<file path="src/rtl/truth_table_sweeper_pkg.sv">
// Shared types and helpers for the truth-table sweeper: FSM state encoding,
// binary-to-Gray mapping and a saturating increment.
package sweep_pkg;

   typedef enum logic [1:0] {
      IDLE = 2'd0,
      RUN  = 2'd1,
      DONE = 2'd2
   } state_t;

   localparam int MAX_N  = 16;
   localparam int MAX_CW = 32;

   // Callers zero-extend narrower vectors; upper zero bits leave the low N bits exact.
   function automatic logic [MAX_N-1:0] bin2gray(input logic [MAX_N-1:0] b);
      return b ^ (b >> 1);
   endfunction

   function automatic logic [MAX_CW-1:0] sat_inc(input logic [MAX_CW-1:0] v,
                                                 input logic [MAX_CW-1:0] max_v);
      return (v == max_v) ? v : v + 1'b1;
   endfunction

endpackage

</file>
<file path="src/rtl/truth_table_sweeper_if.sv">
// Stimulus/check bus between the sweeper and its controller/DUT harness.
// slave = sweeper side, master = the harness that starts sweeps and feeds DUT results.
interface truth_table_sweeper_if #(
   parameter int N  = 3,
   parameter int M  = 1,
   parameter int CW = 16
);
   logic          start;
   logic [N-1:0]  stim;
   logic [M-1:0]  dut_y;
   logic [M-1:0]  exp_y;
   logic          busy;
   logic          done;
   logic          err;
   logic [CW-1:0] err_count;
   logic [N-1:0]  first_err_vec;

   modport master (
      output start, dut_y, exp_y,
      input  stim, busy, done, err, err_count, first_err_vec
   );

   modport slave (
      input  start, dut_y, exp_y,
      output stim, busy, done, err, err_count, first_err_vec
   );
endinterface

</file>
<file path="src/rtl/truth_table_sweeper_counter.sv">
// Two-level vector/hold counter: hc walks 0..HOLD-1 inside each idx 0..2^N-1,
// wrapping to zero after the final hold of the final vector.
module sweep_counter #(
   parameter int N    = 3,
   parameter int HOLD = 10,
   localparam int HW  = (HOLD > 1) ? $clog2(HOLD) : 1
) (
   input  logic         clk,
   input  logic         reset,
   input  logic         clr,
   input  logic         en,
   output logic [N-1:0] idx,
   output logic         last_vec,
   output logic         last_hold
);

   // One spare bit so the terminal compare never aliases through overflow.
   localparam logic [N:0]    LAST_IDX = {1'b0, {N{1'b1}}};
   localparam logic [HW-1:0] LAST_HC  = HW'(HOLD - 1);

   logic [N:0]    idx_q;
   logic [HW-1:0] hc_q;

   always_ff @(posedge clk) begin
      if (reset || clr) begin
         idx_q <= '0;
         hc_q  <= '0;
      end else if (en) begin
         if (last_hold) begin
            hc_q  <= '0;
            idx_q <= last_vec ? '0 : idx_q + 1'b1;
         end else begin
            hc_q <= hc_q + 1'b1;
         end
      end
   end

   assign last_hold = (hc_q == LAST_HC);
   assign last_vec  = (idx_q == LAST_IDX);
   assign idx       = idx_q[N-1:0];

endmodule

</file>
<file path="src/rtl/truth_table_sweeper.sv">
// Sweeps every N-bit input vector of a combinational DUT, holding each for HOLD
// cycles and comparing dut_y against exp_y on the last cycle of each hold.
module truth_table_sweeper
   import sweep_pkg::*;
#(
   parameter int N    = 3,
   parameter int M    = 1,
   parameter int HOLD = 10,
   parameter int GRAY = 0,
   parameter int CW   = 16
) (
   input logic                clk,
   input logic                reset,
   truth_table_sweeper_if.slave bus
);

   localparam logic [CW-1:0] ERR_MAX = {CW{1'b1}};

   state_t        state_q, state_d;
   logic          cnt_clr, cmp_fire, start_ok, mismatch;
   logic [N-1:0]  idx, vec_map;
   logic          last_vec, last_hold;
   logic          err_q;
   logic [CW-1:0] err_count_q;
   logic [N-1:0]  first_q;

   sweep_counter #(.N(N), .HOLD(HOLD)) u_cnt (
      .clk      (clk),
      .reset    (reset),
      .clr      (cnt_clr),
      .en       (1'b1),
      .idx      (idx),
      .last_vec (last_vec),
      .last_hold(last_hold)
   );

   always_ff @(posedge clk) begin
      if (reset) state_q <= IDLE;
      else       state_q <= state_d;
   end

   // Counters are held at zero outside RUN so every sweep begins at vector 0.
   always_comb begin
      state_d  = state_q;
      cnt_clr  = 1'b1;
      cmp_fire = 1'b0;
      start_ok = 1'b0;
      unique case (state_q)
         IDLE, DONE: begin
            if (bus.start) begin
               state_d  = RUN;
               start_ok = 1'b1;
            end
         end
         RUN: begin
            cnt_clr  = 1'b0;
            cmp_fire = last_hold;
            if (last_hold && last_vec) state_d = DONE;
         end
         default: state_d = IDLE;
      endcase
   end

   assign mismatch = (bus.dut_y != bus.exp_y);

   always_ff @(posedge clk) begin
      if (reset) begin
         err_q       <= 1'b0;
         err_count_q <= '0;
         first_q     <= '0;
      end else begin
         err_q <= cmp_fire && mismatch;
         if (start_ok) begin
            err_count_q <= '0;
            first_q     <= '0;
         end else if (cmp_fire && mismatch) begin
            err_count_q <= CW'(sat_inc(MAX_CW'(err_count_q), MAX_CW'(ERR_MAX)));
            if (err_count_q == '0) first_q <= idx;
         end
      end
   end

   generate
      if (GRAY != 0) begin : g_gray
         assign vec_map = N'(bin2gray(MAX_N'(idx)));
      end else begin : g_bin
         assign vec_map = idx;
      end
   endgenerate

   assign bus.stim          = (state_q == RUN) ? vec_map : '0;
   assign bus.busy          = (state_q == RUN);
   assign bus.done          = (state_q == DONE);
   assign bus.err           = err_q;
   assign bus.err_count     = err_count_q;
   assign bus.first_err_vec = first_q;

endmodule
</file>
<file path="src/flat_wrapper.sv">
// flat-port wrapper written by rule: the top's interface ports become plain ports
module truth_table_sweeper_flat import sweep_pkg::*;
#(
   parameter int N    = 3,
   parameter int M    = 1,
   parameter int HOLD = 10,
   parameter int GRAY = 0,
   parameter int CW   = 16
)
  (clk, reset, bus_start, bus_dut_y, bus_exp_y, bus_stim, bus_busy, bus_done, bus_err, bus_err_count, bus_first_err_vec);
  truth_table_sweeper_if #(.N(N), .M(M), .CW(CW)) bus_i ();
  input logic clk;
  input logic reset;
  input wire logic [$bits(bus_i.start)-1:0] bus_start;
  input wire logic [$bits(bus_i.dut_y)-1:0] bus_dut_y;
  input wire logic [$bits(bus_i.exp_y)-1:0] bus_exp_y;
  output wire logic [$bits(bus_i.stim)-1:0] bus_stim;
  output wire logic [$bits(bus_i.busy)-1:0] bus_busy;
  output wire logic [$bits(bus_i.done)-1:0] bus_done;
  output wire logic [$bits(bus_i.err)-1:0] bus_err;
  output wire logic [$bits(bus_i.err_count)-1:0] bus_err_count;
  output wire logic [$bits(bus_i.first_err_vec)-1:0] bus_first_err_vec;
  assign bus_i.start = bus_start;
  assign bus_i.dut_y = bus_dut_y;
  assign bus_i.exp_y = bus_exp_y;
  assign bus_stim = bus_i.stim;
  assign bus_busy = bus_i.busy;
  assign bus_done = bus_i.done;
  assign bus_err = bus_i.err;
  assign bus_err_count = bus_i.err_count;
  assign bus_first_err_vec = bus_i.first_err_vec;
  truth_table_sweeper #(.N(N), .M(M), .HOLD(HOLD), .GRAY(GRAY), .CW(CW)) u_core (.clk(clk), .reset(reset), .bus(bus_i));
endmodule
</file>
<file path="config.mk">
export PLATFORM = sky130hd
export DESIGN_NAME = truth_table_sweeper_flat
export DESIGN_NICKNAME = d
export VERILOG_FILES = /design/src/rtl/truth_table_sweeper_pkg.sv /design/src/rtl/truth_table_sweeper_if.sv /design/src/rtl/truth_table_sweeper_counter.sv /design/src/rtl/truth_table_sweeper.sv /design/src/flat_wrapper.sv
export SDC_FILE = /design/constraint.sdc
export NUM_CORES = 1
export LEC_CHECK = 0
export ABC_AREA = 1
export CAP_MARGIN = 15
export CORE_AREA = 2 2 77 79
export CTS_CLUSTER_SIZE = 25
export DETAILED_ROUTE_END_ITERATION = 7
export DIE_AREA = 0 0 79 81
export SLEW_MARGIN = 20
export SYNTH_ARGS = -nofsm -noshare
export SYNTH_HDL_FRONTEND = slang
export SYNTH_SLANG_ARGS = --single-unit
</file>
<file path="constraint.sdc">
create_clock -name clk -period 2.1 [get_ports clk]
set_input_delay 0.315 -clock clk [delete_from_list [all_inputs] [get_ports clk]]
set_output_delay 0.315 -clock clk [all_outputs]
set_load 0.05 [all_outputs]
</file>
==> results of run 1 <==
sequential cells by signal, summed over array words and instances, names as in the netlist:
name                      flops
u_core.bus.first_err_vec      3
u_core.bus.err                1
u_core.state_q                2
u_core.u_cnt.idx_q            4
u_core.bus.err_count         16
u_core.u_cnt.hc_q             4
synth_stat cells (2+ instances only):
| library cell | instances |
|---|---|
| a21oi_1 | 13 |
| buf_6 | 2 |
| dfxtp_1 | 30 |
| ha_1 | 5 |
| inv_1 | 22 |
| inv_2 | 3 |
| nand2_1 | 61 |
| nand3_1 | 15 |
| nand3b_1 | 2 |
| nand4_1 | 4 |
| nand4_2 | 2 |
| nor2_1 | 66 |
| nor2_2 | 4 |
| nor2_4 | 3 |
| nor3_1 | 2 |
| o21ai_0 | 7 |
| xnor2_1 | 2 |
| xor2_1 | 3 |
cells by family after synthesis:
logic type,Yosys count,synth area share (%)
adder cells (fa/ha/maj),5,3.811
flip-flops,30,36.59
buffers and inverters,29,7.621
XOR/XNOR,5,2.668
AO/OA/AOI/OAI,20,6.097
AND/OR/NAND/NOR,162,43.22
report_power, final:
group          switching (mW)  leakage [nW]  internal [mW]  total [mW]
clock                   0.233        0.0472          0.263       0.497
sequential            0.00327         0.242          0.573       0.576
combinational          0.0430         0.492         0.0234      0.0664
per-stage QoR:
step           instances  setup WS (ns)  util, %
2_1_floorplan        251        0.06904        -
3_3_place_gp         354         0.2965    35.41
3_5_place_dp         354         0.2435    35.41
4_1_cts              362        0.08917    37.08
5_1_grt              362        0.05212    37.08
6_report             362        0.09964    37.08
routing by layer:
metal,part of all wire [%],up-vias,wire [um],track usage (%)
li1,-,851,-,-
met5,0,-,0,0
met4,0.76,0,28,3.621
met2,47,33,1728,21.44
met1,48,705,1775,15.13
met3,4.5,5,166,3.778
placed cells by master (no fill, tap or decap):
master / instances
nor2_2: 4
ha_1: 5
clkbuf_8: 6
clkdlybuf4s50_1: 26
nand3_2: 1
a21oi_1: 13
clkinvlp_4: 1
xnor2_1: 2
nand3_1: 15
nand4_2: 2
or2_2: 1
nand2_1: 61
nor3_1: 2
nand4_1: 4
xor2_1: 3
nand3b_1: 2
clkinv_2: 1
inv_2: 3
o21ai_0: 7
dfxtp_1: 30
nor2_4: 3
nor3b_1: 1
buf_4: 6
inv_1: 22
nor2_1: 66
worst min path at each step:
stage,startpoint,end,cells past startpoint
3_5_place_dp,u_core.u_cnt.hc_q[0],u_core.u_cnt.hc_q[0],1
3_3_place_gp,u_core.u_cnt.hc_q[0],u_core.u_cnt.hc_q[0],1
6_report,u_core.u_cnt.hc_q[0],u_core.u_cnt.hc_q[0],1
2_1_floorplan,reset,u_core.bus.err,1
4_1_cts,u_core.u_cnt.hc_q[0],u_core.u_cnt.hc_q[0],1
5_1_grt,u_core.u_cnt.hc_q[0],u_core.u_cnt.hc_q[0],1
area by class of cell:
type	instances	share of cell area (%)
repair buffers	32	14.51
clock inverters	2	0.5945
multi-input cells	192	43.52
flip-flops and latches	30	28.54
inverters	25	4.459
well taps	75	4.459
clock buffers	6	3.924
worst register-to-register path, stage by stage (launching register included):
cell and delay (ns):
dfxtp_1 0.37, ha_1 0.16, nand2_1 0.06, nor2_2 0.19
inv_2 0.12, nor2_4 0.27, nand3_1 0.24, nor2_1 0.15
nor2_1 0.06
==> impl_metrics.csv, run 1 <==
group,metric,value,unit
critical_path,crit_chain,"inv_2 -> nor2_2 -> clkdlybuf4s50_1",
power_and_ir_drop,peakVddDrop,324.1,uV
power_and_ir_drop,power.total,1.139,mW
yosys,yosys.area.top_type,"dfxtp_1",
timing,post-route-period-util,95.26,%
critical_path,cp_top_family,"buffers and inverters",
final_layout,fin_nets,296,
cts,cts_tree,"built",
cts,cts_hold_buffers,0,
cts,cts_sinks,30,
drt,drtIter0Drc,126,
drt,drc,0,
placement,port_buffers,29,
floorplan,dieArea,6399,um2
final_layout,antenna_cells,0,
yosys,synth_ff_type,"dfxtp_1",
drt,via_count,1594,
yosys,synth_edf_count,0,
critical_path,path_depth,3,
critical_path,path_buf_inv,2,
critical_path,reg2regPathDepth,8,
critical_path,worstPathRequired,1.78,ns
yosys,yosysWarnings,0,
timing,setup_violations,0,
global_route,grt_overflow,0,
timing,fin_worst_skew,0.01144,ns
hold_path,hold_path.class,"reg2reg",
power_and_ir_drop,power_leakage,0.7807,nW
floorplan,dieHeight,81,um
yosys,synthDistinctLibCells,23,
timing,hold_ws,0.4687,ns
power_and_ir_drop,power.density,541.3,nW/um2
cts,postCtsResizedCells,0,
global_route,grt_pass1_wl,6292,um
timing,slew_viol_final,0,
critical_path,start_kind,"flop",
yosys,ys_ff_latch,30,
cts,h-tree-depth,2,
timing,final.min_clock_period,2.000,ns
timing,slew_headroom,66.42,%
critical_path,worstSetupEndpoint,"bus_busy",
floorplan,core-area,5675,um2
yosys,syn-num-nets,261,
cts,clk_latency,0.29,ns
outcome,status,"complete, no violations",
yosys,synth_top_area_share,36.59,%
yosys,synth_seq_area_share,36.59,%
global_route,grt_pass1_vias,1466,
critical_path,crit_start,"u_core.state_q[0]",
final_layout,seq_area,600.6,um2
drt,vias_per_cell,4.403,
drt,dr.pass1.iters,6,
placement,placed_area,2009,um2
cts,cts_max_path_buffers,2,
timing,rsz0062_at_grt,"false",
final_layout,drive_above_1_share,9.756,%
drt,drt_wl_total,3699,um
timing,tightest_slew,0.5021,ns
cts,cts_setup_buffers,0,
critical_path,timing.rr.start,"u_core.u_cnt.hc_q[0]",
final_layout,fin_area,2105,um2
global_route,antenna_found_initial,0,
floorplan,rows,28,
critical_path,crit_path_end_kind,"output port",
floorplan,initial_utilization,28.92,%
placement,hpwl,2857,um
final_layout,syn2layout_area_growth,28.20,%
timing,hold_viol,0,
yosys,syn_avg_cell_area,6.540,um2
critical_path,worst_path_largest_cell_delay,0.84,ns
critical_path,path_max_fanout,4,
critical_path,arrival,1.69,ns
floorplan,pin_count,30,
drt,postRouteAntennaNets,0,
floorplan,die_w,79,um
critical_path,r2r_slack,0.38,ns
global_route,track_usage,12.48,%
cts,clk_pin_slew,0.06,ns
final_layout,fillCellCount,636,
critical_path,path_class,"reg2out",
placement,gp_congestion,0.8508,
yosys,netlist_area,1642,um2
final_layout,multi_input_area,915.9,um2
drt,detail_route.wl_per_cell,10.22,um
cts,root_buffer,"clkbuf_8",
cts,cts_buffers,5,
timing,tns,0,ns
job,maxCapViolations,0,
yosys,netlist_top_cells_area,"dfxtp_1 37%, nor2_1 15%, nand2_1 14%",
timing,max_freq,499.9,MHz
global_route,grt_start_max_net_pins,13,
yosys,synthCells,251,
critical_path,timing.rr.end,"u_core.bus.first_err_vec[1]",
critical_path,critPathSlowestCell,"clkdlybuf4s50_1",
yosys,async_reset_ff_share,0,%
Power figures use the tool's default switching activity.
==> run 2, diff against run 1 <==
==> constraint.sdc (replaced) <==
create_clock -name clk -period 2.6 [get_ports clk]
set_input_delay 0.39 -clock clk [delete_from_list [all_inputs] [get_ports clk]]
set_output_delay 0.39 -clock clk [all_outputs]
set_load 0.05 [all_outputs]
==> impl_metrics.csv, run 2 (synthesis results as in run 1) <==
group,metric,value,unit
critical_path,worst_path_largest_cell_delay,0.81,ns
global_route,grt_start_max_net_pins,17,
placement,gp_congestion,0.7932,
drt,drt_wl_total,3779,um
timing,slew_viol_final,0,
global_route,antenna_found_initial,0,
hold_path,hold_path.class,"reg2reg",
global_route,track_usage,13.13,%
power_and_ir_drop,peakVddDrop,205.3,uV
timing,post-route-period-util,86.92,%
critical_path,path_class,"reg2out",
global_route,grt_pass1_vias,1537,
cts,postCtsResizedCells,0,
floorplan,dieHeight,81,um
cts,cts_sinks,30,
timing,fin_worst_skew,0.007758,ns
critical_path,start_kind,"flop",
final_layout,finalNonFillerCells,358,
placement,hpwl,2864,um
critical_path,path_max_fanout,4,
timing,hold_ws,0.4679,ns
timing,tightest_slew,0.5157,ns
drt,detail_route.wl_per_cell,10.56,um
outcome,status,"complete, no violations",
timing,tns,0,ns
global_route,grt_pass1_wl,6596,um
floorplan,rows,28,
critical_path,crit_path_end_kind,"output port",
cts,clk_latency,0.28,ns
drt,via_count,1593,
drt,postRouteAntennaNets,0,
timing,max_freq,442.5,MHz
final_layout,antenna_cells,0,
critical_path,arrival,1.87,ns
final_layout,post-route-util,36.73,%
cts,clk_pin_slew,0.06,ns
timing,hold_viol,0,
floorplan,die_w,79,um
timing,setup_violations,0,
cts,h-tree-depth,2,
floorplan,pin_count,30,
drt,drc,0,
global_route,grt_overflow,0,
floorplan,dieArea,6399,um2
job,maxCapViolations,0,
cts,cts_setup_buffers,0,
cts,cts_hold_buffers,0,
placement,place_inst,352,
final_layout,syn2layout_area_growth,26.98,%
drt,drtIter0Drc,110,
final_layout,drive_above_1_share,7.420,%
cts,cts_tree,"built",
final_layout,final_common_cell,"nor2_1",
floorplan,initial_utilization,28.92,%
critical_path,worstPathRequired,2.21,ns
final_layout,largest_reg_flops,16,
cts,root_buffer,"clkbuf_8",
final_layout,final_cell_mix,"66 x nor2_1, 61 x nand2_1, 30 x dfxtp_1, 29 x clkdlybuf4s50_1, 22 x inv_1",
drt,dr.pass1.iters,4,
floorplan,core-area,5675,um2
critical_path,critPathSlowestCell,"clkdlybuf4s50_1",
cts,cts_max_path_buffers,2,
placement,port_buffers,29,
power_and_ir_drop,power_leakage,0.7613,nW
final_layout,fin_nets,294,
timing,rsz0062_at_grt,"false",
cts,cts_buffers,5,
timing,final.min_clock_period,2.260,ns
timing,slew_headroom,65.58,%
critical_path,crit_chain,"inv_2 -> nor2_2 -> inv_1 -> nor2_1 -> clkdlybuf4s50_1",
drt,vias_per_cell,4.450,
power_and_ir_drop,power.density,425.4,nW/um2
==> run 2: area by class of cell <==
| class | count | area (um2) |
|---|---|---|
| fill | 617 | 3591 |
| multi-input combinational | 192 | 915.9 |
| sequential | 30 | 600.6 |
| timing repair buffer | 30 | 297.8 |
| inverter | 25 | 93.84 |
| tap | 75 | 93.84 |
| clock buffer | 6 | 82.58 |
==> run 2: worst paths after layout <==
check	from	to	slack, ns	cells after the start
max	u_core.state_q[0]	bus_stim[0]	0.34	5
min	u_core.u_cnt.hc_q[0]	u_core.u_cnt.hc_q[0]	0.47	1
max reg2reg	u_core.u_cnt.hc_q[0]	u_core.bus.first_err_vec[1]	0.82	9
min reg2reg	u_core.u_cnt.hc_q[0]	u_core.u_cnt.hc_q[0]	0.47	1
==> run 2: critical path: cells and delay by family (launching register included) <==
family | cells | cell delay (ns)
flops | 1 | 0.35
simple gates | 2 | 0.28
buf+inv | 3 | 0.97
==> run 2: power by group <==
part | internal (mW) | total, mW | switching (mW)
clock network | 0.204 | 0.368 | 0.165
logic | 0.0173 | 0.0523 | 0.0350
registers | 0.463 | 0.466 | 0.00283
total | 0.684 | 0.887 | 0.203
==> run 2: metal layers <==
| metal | track usage [%] | share of wire, % | up-vias |
|---|---|---|---|
| li1 | - | - | 847 |
| met1 | 15.58 | 46 | 709 |
| met2 | 22.71 | 48 | 32 |
| met3 | 3.222 | 4.6 | 5 |
| met4 | 5.517 | 1.4 | 0 |
| met5 | 0 | 0 | - |
==> run 2: through the flow <==
stage / total power, mW / cell area, um2 / setup slack (ns)
CTS: 0.9051 / 2085 / 0.3279
detailed placement: 0.5287 / 2002 / 0.6525
global route: 0.9248 / 2085 / 0.2223
finish: 0.8867 / 2085 / 0.3400
global placement: 0.5281 / 2002 / 0.6603
floorplan: 0.5107 / 1642 / 0.4940
==> RTL change 1 (config.mk and constraints of run 2) <==
`GRAY` is set to 0 in 2 places; all go to 1.
--- a/src/rtl/truth_table_sweeper.sv
+++ b/src/rtl/truth_table_sweeper.sv
@@ -7,5 +7,5 @@
    parameter int M    = 1,
    parameter int HOLD = 10,
-   parameter int GRAY = 0,
+   parameter int GRAY = 1,
    parameter int CW   = 16
 ) (
--- a/src/flat_wrapper.sv
+++ b/src/flat_wrapper.sv
@@ -5,5 +5,5 @@
    parameter int M    = 1,
    parameter int HOLD = 10,
-   parameter int GRAY = 0,
+   parameter int GRAY = 1,
    parameter int CW   = 16
 )
Behaviour: same outputs for any inputs over 10 cycles, from zero or initial values and one cycle with reset high; that may be too few to reach the edited logic, so the function may still have changed.
==> RTL change 1 against run 2 <==
Sequential cell count stayed put; setup slack better by 0.019 ns; highest routed layer unchanged; design area is 1.2% higher; utilization is 0.44 points higher; area after synthesis is 0.69% higher; global-route usage is 0.22 points lower; total power is 3.2% higher; via count is 0.31% lower; combinational power is 5.4% lower; routed wire length is 1.3% lower.
==> RTL change 1: results (changes against run 2) <==
| Metric | Value |
|---|---|
| XOR/XNOR share of the synthesized area | `3.71% (was 2.67%)` |
| Comb_multi_in | `191 (was 192)` |
| Area of the multi-input gates | `932 um2 (was 916 um2)` |
| Synth Area in Compound Gates | `6.74% (was 6.10%)` |
| Outcome | `finished clean (unchanged)` |
| Yosys cell types | `24 (was 23)` |
| Post-route clock skew | `0.00471 ns (was 0.00776 ns)` |
| Worst-Margin Slew | `0.499 ns (was 0.516 ns)` |
| Adder-Cell Fraction of Synth Area | `4.54% (was 3.81%)` |
| Synth top cells by count | `62 x nand2_1, 62 x nor2_1, 30 x dfxtp_1 (was 66 x nor2_1, 61 x nand2_1, 30 x dfxtp_1)` |
| Maximum VDD drop | `290 uV (was 205 uV)` |
| Inverters | `24 (was 25)` |
| Seq/Total Area, Yosys | `36.3% (was 36.6%)` |
| Main area contributors after synthesis | `dfxtp_1 36%, nand2_1 14%, nor2_1 14%, inv_1 5.0%, nand3_1 4.8% (was dfxtp_1 37%, nor2_1 15%, nand2_1 14%, inv_1 5.0%, nand3_1 4.6%)` |
| Hold/Removal Path Class | `flop to flop (unchanged)` |
| Global-route wire length before repair | `6490 um (was 6600 um)` |
| Worst EP arrival | `1.85 ns (was 1.87 ns)` |
| Filler instances | `622 (was 617)` |
| CP Max Fanout | `5 (was 4)` |
| Wire per inst | `10.4 um (was 10.6 um)` |
| Reg2reg setup slack | `0.87 ns (was 0.82 ns)` |
| Vias in the first global route | `1448 (was 1537)` |
| Pleak | `0.773 nW (was 0.761 nW)` |
| H-tree depth | `2 (unchanged)` |
| Post-DR vias/cell | `4.44 (was 4.45)` |
| R2R Path End | `u_core.bus.err_count[0] (was u_core.bus.first_err_vec[1])` |
| Multiplexer share of the synthesized area | `0% (unchanged)` |
| Layout cell share with drive strength beyond 1 | `8.13% (was 7.42%)` |
| Crit path capture | `bus_stim[0] (unchanged)` |
| Fin nets | `293 (was 294)` |
| GRT Overall Usage | `12.9% (was 13.1%)` |
| Beginning of the critical path | `u_core.u_cnt.idx_q[0] (was u_core.state_q[0])` |
| Post-cts resize count | `0 (unchanged)` |
| Initial drt markers | `85 (was 110)` |
| Reg2reg path depth | `8 (was 9)` |
| Largest net degree at the start of global routing | `14 (was 17)` |
| DP Wirelength | `2760 um (was 2860 um)` |
| Clock buf/inv share | `4.51% (was 3.96%)` |
| Syn Nets | `259 (was 261)` |
| Sequential portion of the cell area | `28.5% (was 28.8%)` |
| Placer Congestion | `0.876 (was 0.793)` |
| Non-clk buf share | `14.1% (was 14.3%)` |
-- RTL change 1: where the power goes --
part | internal (mW) | total (mW) | switching, mW
combinational | 0.0163 | 0.0495 | 0.0332
clock | 0.213 | 0.399 | 0.186
sequential | 0.463 | 0.467 | 0.00377
-- RTL change 1: per-stage QoR --
stage	cell area, um2	hold WS [ns]	power, mW	instances	setup WS, ns
finish	2110	0.473	0.915	358	0.359
global route	2110	0.509	0.959	358	0.256
CTS	2110	0.479	0.930	358	0.336
detailed placement	2010	0.463	0.526	350	0.666
global placement	2010	0.450	0.526	350	0.665
floorplan	1650	0.433	0.511	248	0.798
-- RTL change 1: per-layer routing --
layer,GRT usage (%),share of wire (%)
met2,21.3,46
met5,0,0
met1,16.2,47
met3,3.89,5.9
met4,4.14,1.0
-- RTL change 1: critical path, stage by stage, from the launching register on --
cell and delay (ns):
dfxtp_1 0.35, ha_1 0.28, inv_1 0.04, nor2_1 0.09, clkdlybuf4s50_1 0.80
==> RTL change 2 (flow settings as in run 2) <==
Made on the original files. The 3 states of `state_t` get a one-hot encoding in 3 bits.
--- a/src/rtl/truth_table_sweeper_pkg.sv
+++ b/src/rtl/truth_table_sweeper_pkg.sv
@@ -3,8 +3,8 @@
 package sweep_pkg;
 
-   typedef enum logic [1:0] {
-      IDLE = 2'd0,
-      RUN  = 2'd1,
-      DONE = 2'd2
+   typedef enum logic [2:0] {
+      IDLE = 3'b001,
+      RUN  = 3'b010,
+      DONE = 3'b100
    } state_t;
 
Formal check against the unedited RTL: same outputs for any inputs over 10 cycles, from zero or initial values and one cycle with reset high; not proved beyond that.
==> RTL change 2 against run 2 <==
Routed wire length down 1.3%; count of clock-buffer cells in the layout did not move; area after synthesis up 3.7%; design area up 4.8%; synthesized cell count shrank 2.0%; critical endpoint is now bus_stim[2]; sequential cell count increased by 1; final cell count is 0.56% lower; setup slack got worse by 0.0090 ns; global-route usage decreased by 0.73 points; clock skew is 0.0036 ns lower.
Power is not compared: it rests on default switching activity, and its combinational part moved more than twofold at a synthesized area within 25%.
==> RTL change 2: results (changes against run 2) <==
| Metric | Value |
|---|---|
| Syn Nets | `256 (was 261)` |
| Synth top cells by count | `58 x nand2_1, 52 x nor2_1, 31 x dfxtp_1 (was 66 x nor2_1, 61 x nand2_1, 30 x dfxtp_1)` |
| Worst R2R Start | `u_core.u_cnt.hc_q[0] (unchanged)` |
| # diodes | `0 (unchanged)` |
| Hold path start | `u_core.u_cnt.hc_q[0] (unchanged)` |
| Pleak | `approximately 0.82 nW` |
| Crit-path max cell delay | `0.81 ns (about the same)` |
| Longest Clk Path Bufs | `2 (unchanged)` |
| Synth Warn # | `0 (unchanged)` |
| R2R Path End | `u_core.bus.err_count[5] (was u_core.bus.first_err_vec[1])` |
| GRT Overall Usage | `12.4% (was 13.1%)` |
| Total wire length | `3730 um (was 3780 um)` |
| CP Max Fanout | `7 (was 4)` |
| Fin nets | `290 (was 294)` |
| Vias in the first global route | `1395 (was 1537)` |
| Global-route wire length before repair | `6150 um (was 6600 um)` |
| Rel. slew slack | `65.9% (was 65.6%)` |
| Max reg flops | `16 (unchanged)` |
| Post-route clock skew | `0.00417 ns (was 0.00776 ns)` |
| Crit path capture | `bus_stim[2] (was bus_stim[0])` |
| Ys async rst share | `0% (unchanged)` |
| Seq/Total Area, Yosys | `36.5% (was 36.6%)` |
| Reg2reg setup slack | `0.88 ns (was 0.82 ns)` |
| Placer Congestion | `0.752 (was 0.793)` |
| Largest net degree at the start of global routing | `15 (was 17)` |
| Initial drt markers | `52 (was 110)` |
| Slowest-stage cell, CP | `clkdlybuf4s50_1 (unchanged)` |
| Layout cell share with drive strength beyond 1 | `9.61% (was 7.42%)` |
| Beginning of the critical path | `u_core.state_q[2] (was u_core.state_q[0])` |
| Post-DR vias/cell | `4.40 (was 4.45)` |
| Smallest setup slack after layout | `0.331 ns (was 0.340 ns)` |
| Port Buffers | `29 (unchanged)` |
| Postcts setup bufs | `0 (unchanged)` |
| DP Wirelength | `2900 um (was 2860 um)` |
| Reg2reg path depth | `7 (was 9)` |
| Main area contributors after synthesis | `dfxtp_1 36%, nand2_1 13%, nor2_1 11%, nand3_1 5.6%, a21oi_1 5.0% (was dfxtp_1 37%, nor2_1 15%, nand2_1 14%, inv_1 5.0%, nand3_1 4.6%)` |
| Outcome | `finished clean (unchanged)` |
| Most used DFF post-synth | `dfxtp_1 (unchanged)` |
| Yosys cell types | `27 (was 23)` |
| Hold/Removal Path Class | `flop to flop (unchanged)` |
| Worst slack, placed | `0.629 ns (was 0.653 ns)` |
==> RTL change 2: layer usage <==
metal	routed length, um	global-route usage [%]	up-vias	part of all wire, %
met3	148	4.00	5	4.0
met5	0	0	-	0
met1	1870	14.9	680	50
li1	-	-	853	-
met4	71	6.55	0	1.9
met2	1640	19.8	28	44
==> RTL change 2: metrics by stage <==
| step | area, um2 | util [%] | hold WS, ns | power (mW) | std cells |
|---|---|---|---|---|---|
| global placement | 2070 | 36.4 | 0.451 | 0.622 | 348 |
| floorplan | 1700 | - | 0.434 | 0.595 | 246 |
| CTS | 2180 | 38.5 | 0.478 | 1.12 | 356 |
| detailed placement | 2070 | 36.4 | 0.462 | 0.623 | 348 |
| global route | 2180 | 38.5 | 0.545 | 1.15 | 356 |
| finish | 2180 | 38.5 | 0.475 | 1.10 | 356 |
==> RTL change 2: area by class of cell <==
class	instances	area [um2]
sequential	31	621
clock inverter	2	35.0
tap	75	93.8
timing repair buffer	29	290
fill	619	3490
multi-input combinational	194	988
clock buffer	6	82.6
inverter	19	73.8
==> RTL change 2: logic make-up (layout without fill, tap and decap cells) <==
group           Yosys count  after routing  synth area share (%)
flops                    31             31                  36.5
compound gates           27             27                  8.46
fa+ha+maj                 5              5                  3.68
buf+inv                  21             56                  5.44
xor+xnor                  9              9                  4.63
simple gates            153            153                  41.3
==> RTL change 2: critical path: cells and delay by family, from the launching register on <==
kind / cells / cell delay (ns)
flops: 1 / 0.34
simple gates: 2 / 0.35
buf+inv: 2 / 0.90
==> RTL change 2: report_power, final <==
part / switching [mW] / internal (mW)
clock: 0.178 / 0.310
combinational: 0.0749 / 0.0375
sequential: 0.0114 / 0.487
total: 0.264 / 0.834
